**src/rtl/i2c_arb_pkg.sv**
```systemverilog
`default_nettype none
// -----------------------------------------------------------------------------
// Package : i2c_arb_pkg
// Brief   : State/grant encodings and derived cycle counts for i2c_bus_arbiter.
// Rev     : 1.0
// -----------------------------------------------------------------------------
package i2c_arb_pkg;

   localparam logic [3:0] c_IDLE    = 4'b0001;
   localparam logic [3:0] c_GRANT0  = 4'b0010;
   localparam logic [3:0] c_GRANT1  = 4'b0100;
   localparam logic [3:0] c_RELEASE = 4'b1000;

   localparam logic [1:0] c_GNT_NONE = 2'b00;
   localparam logic [1:0] c_GNT_M0   = 2'b01;
   localparam logic [1:0] c_GNT_M1   = 2'b10;

   // Bus-free gap after a release, roughly one half bus period (tBUF).
   function automatic int buf_cycles(input int clk_freq, input int i2c_freq);
      return clk_freq / i2c_freq / 2;
   endfunction

   function automatic int timeout_cycles(input int clk_freq, input int timeout_us);
      return clk_freq / 1_000_000 * timeout_us;
   endfunction

endpackage
`default_nettype wire

```
**src/rtl/i2c_line_monitor.sv**
```systemverilog
`default_nettype none
// -----------------------------------------------------------------------------
// Module : i2c_line_monitor
// Brief  : Synchronises one master's SCL/SDA and flags START, STOP, SCL edges.
// Rev    : 1.0
// -----------------------------------------------------------------------------
module i2c_line_monitor (
   input  logic clk_i,
   input  logic rst_n_i,
   input  logic scl_i,
   input  logic sda_i,
   output logic start_o,
   output logic stop_o,
   output logic scl_edge_o
);

   logic r_scl_meta, r_scl_sync, r_scl_prev;
   logic r_sda_meta, r_sda_sync, r_sda_prev;

   // Idle I2C lines are high, so reset to 1 to avoid a false edge on release.
   always_ff @(posedge clk_i or negedge rst_n_i) begin
      if (!rst_n_i) begin
         r_scl_meta <= 1'b1;
         r_scl_sync <= 1'b1;
         r_scl_prev <= 1'b1;
         r_sda_meta <= 1'b1;
         r_sda_sync <= 1'b1;
         r_sda_prev <= 1'b1;
      end else begin
         r_scl_meta <= scl_i;
         r_scl_sync <= r_scl_meta;
         r_scl_prev <= r_scl_sync;
         r_sda_meta <= sda_i;
         r_sda_sync <= r_sda_meta;
         r_sda_prev <= r_sda_sync;
      end
   end

   // SCL must be high on both samples so SDA moves during SCL low never count.
   assign start_o    = r_scl_sync & r_scl_prev &  r_sda_prev & ~r_sda_sync;
   assign stop_o     = r_scl_sync & r_scl_prev & ~r_sda_prev &  r_sda_sync;
   assign scl_edge_o = r_scl_sync ^ r_scl_prev;

endmodule
`default_nettype wire

```
**src/rtl/i2c_bus_arbiter.sv**
```systemverilog
`default_nettype none
// -----------------------------------------------------------------------------
// Module : i2c_bus_arbiter
// Brief  : Grants one slave bus to the first of two masters to START, stalls the other.
// Rev    : 1.0
// -----------------------------------------------------------------------------
module i2c_bus_arbiter
   import i2c_arb_pkg::*;
#(
   parameter int CLK_FREQ   = 200_000_000,
   parameter int I2C_FREQ   = 100_000,
   parameter int TIMEOUT_US = 25_000
) (
   input  logic       clk_i,
   input  logic       rst_n_i,
   input  logic       m0_scl_i,
   input  logic       m0_sda_i,
   input  logic       m1_scl_i,
   input  logic       m1_sda_i,
   output logic       m0_scl_hold_o,
   output logic       m1_scl_hold_o,
   output logic [1:0] grant_o,
   output logic       busy_o,
   output logic       timeout_o
);

   localparam int c_BUF_CYCLES     = buf_cycles(CLK_FREQ, I2C_FREQ);
   localparam int c_TIMEOUT_CYCLES = timeout_cycles(CLK_FREQ, TIMEOUT_US);
   localparam int c_BUF_W = (c_BUF_CYCLES > 1) ? $clog2(c_BUF_CYCLES) : 1;
   localparam int c_TO_W  = (c_TIMEOUT_CYCLES > 1) ? $clog2(c_TIMEOUT_CYCLES) : 1;
   localparam logic [c_BUF_W-1:0] c_BUF_LAST = c_BUF_W'(c_BUF_CYCLES - 1);
   localparam logic [c_TO_W-1:0]  c_TO_LAST  = c_TO_W'(c_TIMEOUT_CYCLES - 1);

   logic               w_start0, w_stop0, w_scl_edge0;
   logic               w_start1, w_stop1, w_scl_edge1;
   logic [3:0]         r_state, w_next_state;
   logic [1:0]         r_last_grant;
   logic               r_timeout, w_timeout;
   logic [c_TO_W-1:0]  r_to_cnt;
   logic [c_BUF_W-1:0] r_buf_cnt;

   i2c_line_monitor u_mon0 (
      .clk_i      (clk_i),
      .rst_n_i    (rst_n_i),
      .scl_i      (m0_scl_i),
      .sda_i      (m0_sda_i),
      .start_o    (w_start0),
      .stop_o     (w_stop0),
      .scl_edge_o (w_scl_edge0)
   );

   i2c_line_monitor u_mon1 (
      .clk_i      (clk_i),
      .rst_n_i    (rst_n_i),
      .scl_i      (m1_scl_i),
      .sda_i      (m1_sda_i),
      .start_o    (w_start1),
      .stop_o     (w_stop1),
      .scl_edge_o (w_scl_edge1)
   );

   always_ff @(posedge clk_i or negedge rst_n_i) begin
      if (!rst_n_i) begin
         r_state      <= c_IDLE;
         r_last_grant <= c_GNT_M1;
         r_timeout    <= 1'b0;
      end else begin
         r_state   <= w_next_state;
         r_timeout <= w_timeout;
         if (r_state == c_GRANT0) begin
            r_last_grant <= c_GNT_M0;
         end else if (r_state == c_GRANT1) begin
            r_last_grant <= c_GNT_M1;
         end
      end
   end

   // Stuck-bus and bus-free counters; both saturate rather than wrap.
   always_ff @(posedge clk_i or negedge rst_n_i) begin
      if (!rst_n_i) begin
         r_to_cnt  <= '0;
         r_buf_cnt <= '0;
      end else begin
         if ((r_state == c_GRANT0 && !w_scl_edge0) || (r_state == c_GRANT1 && !w_scl_edge1)) begin
            if (r_to_cnt != c_TO_LAST) begin
               r_to_cnt <= r_to_cnt + 1'b1;
            end
         end else begin
            r_to_cnt <= '0;
         end
         if (r_state == c_RELEASE) begin
            if (r_buf_cnt != c_BUF_LAST) begin
               r_buf_cnt <= r_buf_cnt + 1'b1;
            end
         end else begin
            r_buf_cnt <= '0;
         end
      end
   end

   always_comb begin
      w_next_state = r_state;
      w_timeout    = 1'b0;
      case (r_state)
         c_IDLE: begin
            if (w_start0 && w_start1) begin
               w_next_state = (r_last_grant == c_GNT_M1) ? c_GRANT0 : c_GRANT1;
            end else if (w_start0) begin
               w_next_state = c_GRANT0;
            end else if (w_start1) begin
               w_next_state = c_GRANT1;
            end
         end
         c_GRANT0: begin
            if (w_stop0) begin
               w_next_state = c_RELEASE;
            end else if (r_to_cnt == c_TO_LAST && !w_scl_edge0) begin
               w_next_state = c_RELEASE;
               w_timeout    = 1'b1;
            end
         end
         c_GRANT1: begin
            if (w_stop1) begin
               w_next_state = c_RELEASE;
            end else if (r_to_cnt == c_TO_LAST && !w_scl_edge1) begin
               w_next_state = c_RELEASE;
               w_timeout    = 1'b1;
            end
         end
         c_RELEASE: begin
            if (r_buf_cnt == c_BUF_LAST) begin
               w_next_state = c_IDLE;
            end
         end
         default: w_next_state = c_IDLE;
      endcase
   end

   // The loser keeps being stalled through the bus-free gap.
   always_comb begin
      grant_o       = c_GNT_NONE;
      m0_scl_hold_o = 1'b0;
      m1_scl_hold_o = 1'b0;
      busy_o        = 1'b0;
      case (r_state)
         c_GRANT0: begin
            grant_o       = c_GNT_M0;
            m1_scl_hold_o = 1'b1;
            busy_o        = 1'b1;
         end
         c_GRANT1: begin
            grant_o       = c_GNT_M1;
            m0_scl_hold_o = 1'b1;
            busy_o        = 1'b1;
         end
         c_RELEASE: begin
            busy_o        = 1'b1;
            m0_scl_hold_o = (r_last_grant == c_GNT_M1);
            m1_scl_hold_o = (r_last_grant == c_GNT_M0);
         end
         default: ;
      endcase
   end

   assign timeout_o = r_timeout;

endmodule
`default_nettype wire

```
**config.mk**
```make
export PLATFORM = sky130hd
export DESIGN_NAME = i2c_bus_arbiter
export DESIGN_NICKNAME = d
export VERILOG_FILES = /design/src/rtl/i2c_arb_pkg.sv /design/src/rtl/i2c_line_monitor.sv /design/src/rtl/i2c_bus_arbiter.sv
export SDC_FILE = /design/constraint.sdc
export NUM_CORES = 1
export LEC_CHECK = 0
export ABC_AREA = 1
export BUFFER_PORTS_ARGS = -buffer_cell sky130_fd_sc_hd__buf_4
export CORE_ASPECT_RATIO = 1.2
export CORE_MARGIN = 2
export CORE_UTILIZATION = 50
export CTS_BUF_LIST = sky130_fd_sc_hd__clkbuf_2
export CTS_CLUSTER_DIAMETER = 100
export DETAILED_ROUTE_END_ITERATION = 10
export GPL_ROUTABILITY_DRIVEN = 0
export PLACE_DENSITY = 0.66
export SYNTH_ARGS = -nofsm -noshare
export SYNTH_HDL_FRONTEND = slang
export SYNTH_SLANG_ARGS = --single-unit
export TNS_END_PERCENT = 1
```
**constraint.sdc**
```tcl
create_clock -name clk_i -period 1.8 [get_ports clk_i]
set_clock_uncertainty 0.2 [all_clocks]
set_input_delay 0.18 -clock clk_i [delete_from_list [all_inputs] [get_ports clk_i]]
set_output_delay 0.18 -clock clk_i [all_outputs]
set_load 0.005 [all_outputs]
```
## Word level (Yosys, flattened, before mapping)

Cells that the tools add are included.
Widths: inputs -> output; s select.

- Add/sub/neg operators: 2
- Eq/ne operators: 16
- Muxes and demuxes: 25
- Bitwise logic cells: 16
- Reduce and logical (&&, ||, !) cells: 11

Operator list:

| operator | number |
|---|---|
| $mux 23 | 2 |
| $mux 4 | 8 |
| $add 23x1->23 const B | 1 |
| $eq 23x23->1 const B | 1 |
| $ne 23x23->1 const B | 1 |
| $mux 10 | 2 |
| $pmux 4 s4 | 1 |
| $add 10x1->10 const B | 1 |
| $and 1x1->1 | 10 |
| $eq 10x10->1 const B | 1 |
| $ne 10x10->1 const B | 1 |
| $ne 2x1->1 const B | 3 |
| $ne 3x1->1 const B | 2 |
| $pmux 1 s2 | 3 |
| $logic_and 1x1->1 | 5 |
| $mux 1 | 5 |
| $eq 4x1->1 const B | 1 |
| $eq 4x2->1 const B | 1 |
| $eq 4x3->1 const B | 1 |
| $eq 4x4->1 const B | 1 |
| $mux 2 | 2 |
| $ne 4x4->1 const B | 1 |
| $not 1->1 | 4 |
| $pmux 2 s2 | 1 |
| 9 further kinds | 11 |

- Bits in registers: 52
- Output and inout port bits: 6

## Longest topological paths before layout

- Depth in word-level cells: 7
- Gate-level depth with buffers: 9
- Gate-level depth less buffers: 9

## Hierarchy

A second synthesis with hierarchy kept.

- Cell total of the unflattened synthesis: 309
- Area total of the unflattened synthesis: 2611.3 um2

Modules (own cells, without submodules):

| module | times used | cells each | area each (um2) | seq. area each (um2) |
|---|---|---|---|---|
| i2c_bus_arbiter | 1 | 287 | 2240.9 | 1003.5 |
| i2c_line_monitor | 2 | 11 | 185.2 | 157.7 |

## Worst setup path after synthesis

Ideal clock, no wire load.

- Path kind: register to register
- Start point: register r_to_cnt[0]
- End point: register r_to_cnt[22]
- Library setup time: 0.120 ns
- Data arrival time: 1.285 ns
- Slack: 0.195 ns
- Cell stages (with the launch flop): 9
- Buffers on the path: 0
- Period minus slack after synthesis: 1.605 ns
- Path through: dfrtp_1 -> ha_1 -> nand3_1 -> inv_2 -> nand3_2 -> nor2_4 -> nand3_2 -> o21ai_1 -> a21oi_1

- Longest elaborated chain between the ends: 3
- Elaborated cells between the ends (all ways): 5
- Classes of those cells: 1 x add/sub; 2 x eq/ne; 2 x mux

Ends and longest elaborated chain:

| what | RTL line | RTL |
|---|---|---|
| start, declared | i2c_bus_arbiter.sv:39 | `logic [c_TO_W-1:0] r_to_cnt;` |
| start signal, assigned | i2c_bus_arbiter.sv:86 | `r_to_cnt <= r_to_cnt + 1'b1;` |
| $add 23x1->23 | i2c_bus_arbiter.sv:86 |  |
| $mux 23 | i2c_bus_arbiter.sv:85 | `if (r_to_cnt != c_TO_LAST) begin` |
| $mux 23 | i2c_bus_arbiter.sv:84 | `if ((r_state == c_GRANT0 && !w_scl_edge0) \|\| (r_state == c_GRANT1 && !w_scl_edge1)) begin` |

Parallel ways exist; a longest one is shown, timed or not. The select of a mux whose other input is x is not followed.
A chain may end at the register's enable or synchronous reset.

## Worst setup path in the final report

- Start point: register r_state[1]
- End point: output m1_scl_hold_o

- Longest elaborated chain between the ends: 2
- Elaborated cells between the ends (all ways): 3
- Classes of those cells: 2 x eq/ne; 1 x mux

Ends and longest elaborated chain:

| what | RTL line | RTL |
|---|---|---|
| start, declared | i2c_bus_arbiter.sv:36 | `logic [3:0] r_state, w_next_state;` |
| start signal, assigned | i2c_bus_arbiter.sv:64 | `r_state <= c_IDLE;` |
| start signal, assigned | i2c_bus_arbiter.sv:68 | `r_state <= w_next_state;` |
| $eq 4x4->1 / $eq 4x2->1 (equally long branches) | i2c_bus_arbiter.sv:145 | `case (r_state)` |
| $pmux 1 s2 (*) | i2c_bus_arbiter.sv:145 |  |
| end, declared | i2c_bus_arbiter.sv:21 | `output logic m1_scl_hold_o,` |

Every way passes the cells marked *; elsewhere a longest branch is shown, timed or not.

==> reports/results.tsv <==
metric	value	unit
Ys Warns	0	
critical path type	flip-flop to output pin	
Antenna diodes	0	
DRT antenna net count	0	
drc violations	0	
CTS Sinks	52	
metal3 WL	114	µm
number of synthesized flops with an enable pin	0	
share of layout cells above drive strength 1	30.0	%
DP Worst Slack	0.00509	ns
hpwl dp	3450	µm
H-tree depth	2	
Crit Reg-Reg Startpoint	r_to_cnt[1]	
status	complete, but fails checks	
Critical R2R Capture	r_to_cnt[22]	
core area	0.00497	mm²
via density per instance	5.25	
Worst Tran Pin Value	0.635	ns
fillers	434	
Worst R2R Setup Slack	0.01	ns
Initial Utilization	52.1	%
post-route setup TNS	-0.633	ns
clock slew at reported path FFs	0.26	ns
final hold violation count	0	
failing checks	negative setup slack	
IO Pins	12	
first-pass GRT wire length	8800	µm
port bufs	11	
fmax	0.504	GHz
Most used DFF post-synth	dfrtp_1	
worst setup margin	-0.184	ns
via count	1996	
largest net degree at the start of global routing	53	
Synth top cells by count	nand2_1, dfrtp_1, nor2_1	
vias in the first global route	2035	
Metal-1 WL	2210	µm
post-synthesis average cell area	9.00	µm²
most frequent cell after synthesis	nand2_1	
crit path DAT	1.60	ns
area grow syn2layout	16.8	%
starting DRC count in detailed routing	77	
Pwr Total	2.51	mW
first-pass detailed-route iteration total	4	
Register-to-Register Path Depth	8	
grt total ovfl	0	
mapped cell area	0.00259	mm²
RSZ-0062 raised after global routing	true	
hold crit path type	input port to asynchronous set/reset pin	
Worst slew margin	57.6	%
Worst Path Max Fanout	2	
Rows	28	
top cell type's share of synthesized area	36.7	%
initial antenna violation count	0	
Met2 Wirelength	2430	µm
Max Used Layer	met4	
Setup crit end kind	output pin	
gr usage total	18.4	%
synth unique cells	38	
Worst EP required	1.42	ns
DIE AREA	0.00578	mm²
post-synthesis sequential element count	52	
root buffer cell	clkbuf_2	
Final Max Tran Viols	0	
leakage power of the design	1.28	nW
post-synth net total	298	
Mapped Cells	288	
Worst VDD drop	0.000377	V
Power Dens Cells	829	mW/mm²
max cap viols	0	
Inserted Clock Buffers	5	
final net count	329	
sequential fraction of the synthesis area	50.9	%
TritonCTS clock tree	done	
leading post-synthesis cells by cell area	dfrtp_1, dfstp_2, nand2_1	
Hold Slack	0.0603	ns
die height	82.9	µm
Async SR Flop Fraction	100	%
die extent in x	69.7	µm
final setup vio count	4	
largest area contributor in the netlist	dfrtp_1	
Clock Path Buffers	2	
period utilization	110	%
post-DR wirelength/cell	12.7	µm
final wirelength	4820	µm
Worst Setup Start Kind	flip-flop	
min Tclk post-route	1.98	ns
worst-skew pair later-pin latency	0.44	ns
==> through the flow <==
stage                     cell area [µm²]  cells  utilization (%)
final                                3030    380             60.8
after global routing                 3030    380             60.8
after CTS                            2930    380             58.8
after detailed placement             2780    364             55.9
after global placement               2780    364             55.9
after floorplan                      2590    288                -
==> registers in the layout, summed over array words and instances, names as in the netlist, 2 cells and up <==
signal and count:
r_buf_cnt 10, r_last_grant 2, r_state 4, r_to_cnt 23
==> cells in the final DEF (no fill, tap or decap), drive strengths merged <==
cell type and count:
a211oi 1, a21oi 15, a31oi 3, a41oi 1, and2 1, and3 1, buf 20, clkbuf 5
clkinv 1, clkinvlp 2, dfrtp 38, dfstp 14, dlygate4sd3 5, ha 4, inv 38, nand2 48
nand3 23, nand3b 1, nand4 9, nor2 43, nor3 10, nor3b 1, nor4 1, o211a 1
o21a 1, o21ai 21, o21bai 2, o22ai 1, o31ai 1, o41ai 1, or2 1, xor2 6
==> cell families (layout without fill, tap and decap cells) <==
| kind of cell | Yosys count | after routing | synth area share, % |
|---|---|---|---|
| flops | 52 | 52 | 50.9 |
| xor+xnor | 6 | 6 | 2.03 |
| fa+ha+maj | 4 | 4 | 1.93 |
| simple gates | 139 | 139 | 27.4 |
| compound gates | 48 | 48 | 11.8 |
| buf+inv | 39 | 71 | 5.94 |
==> where the power goes <==
part | switching [mW] | internal, mW | leakage [nW] | total [mW]
sequential | 0.0728 | 1.28 | 0.672 | 1.35
combinational | 0.397 | 0.295 | 0.582 | 0.693
clock | 0.370 | 0.0896 | 0.0226 | 0.460
==> critical path, cell delays in order, from the launching register on <==
cell and delay, ns:
dfrtp_2 0.49, nor2_4 0.14, nand2_2 0.07, nor2_4 0.10, inv_2 0.05, o31ai_2 0.16, buf_4 0.14
==> what timing repair did <==
| item | CTS | global route |
|---|---|---|
| setup buffers | 3 | 0 |
| gates resized for setup | 11 | 26 |
| endpoints found under the hold margin | 56 | 0 |
| hold buffers | 5 | 0 |
| pin swaps | 2 | 7 |
| endpoints found under the setup margin | 11 | 33 |
==> how the worst max path moves through the flow <==
stage	from	to	slack (ns)	cells after the start
finish	r_state[1]	m1_scl_hold_o	-0.18	6
global route	r_state[1]	m1_scl_hold_o	-0.31	6
floorplan	r_to_cnt[0]	r_to_cnt[22]	0.19	8
CTS	r_state[1]	m0_scl_hold_o	-0.23	7
detailed placement	u_mon1.r_scl_sync	r_to_cnt[13]	0.005	5
global placement	u_mon1.r_scl_sync	r_to_cnt[13]	0.04	5
==> cell type report <==
class | count | area (µm²) | area share [%]
inverter | 38 | 145 | 4.80
timing repair buffer | 25 | 226 | 7.49
multi-input combinational | 197 | 1210 | 40.1
clock buffer | 5 | 25.0 | 0.827
tap | 60 | 75.1 | 2.48
clock inverter | 3 | 18.8 | 0.620
sequential | 52 | 1320 | 43.7
==> metal layers <==
metal  vias to the layer above  global-route usage (%)
li1                       1013                       -
met1                       961                    23.1
met2                        17                    32.8
met3                         5                    3.28
met4                         0                    4.72
met5                         -                       0
Power figures use the tool's default switching activity.
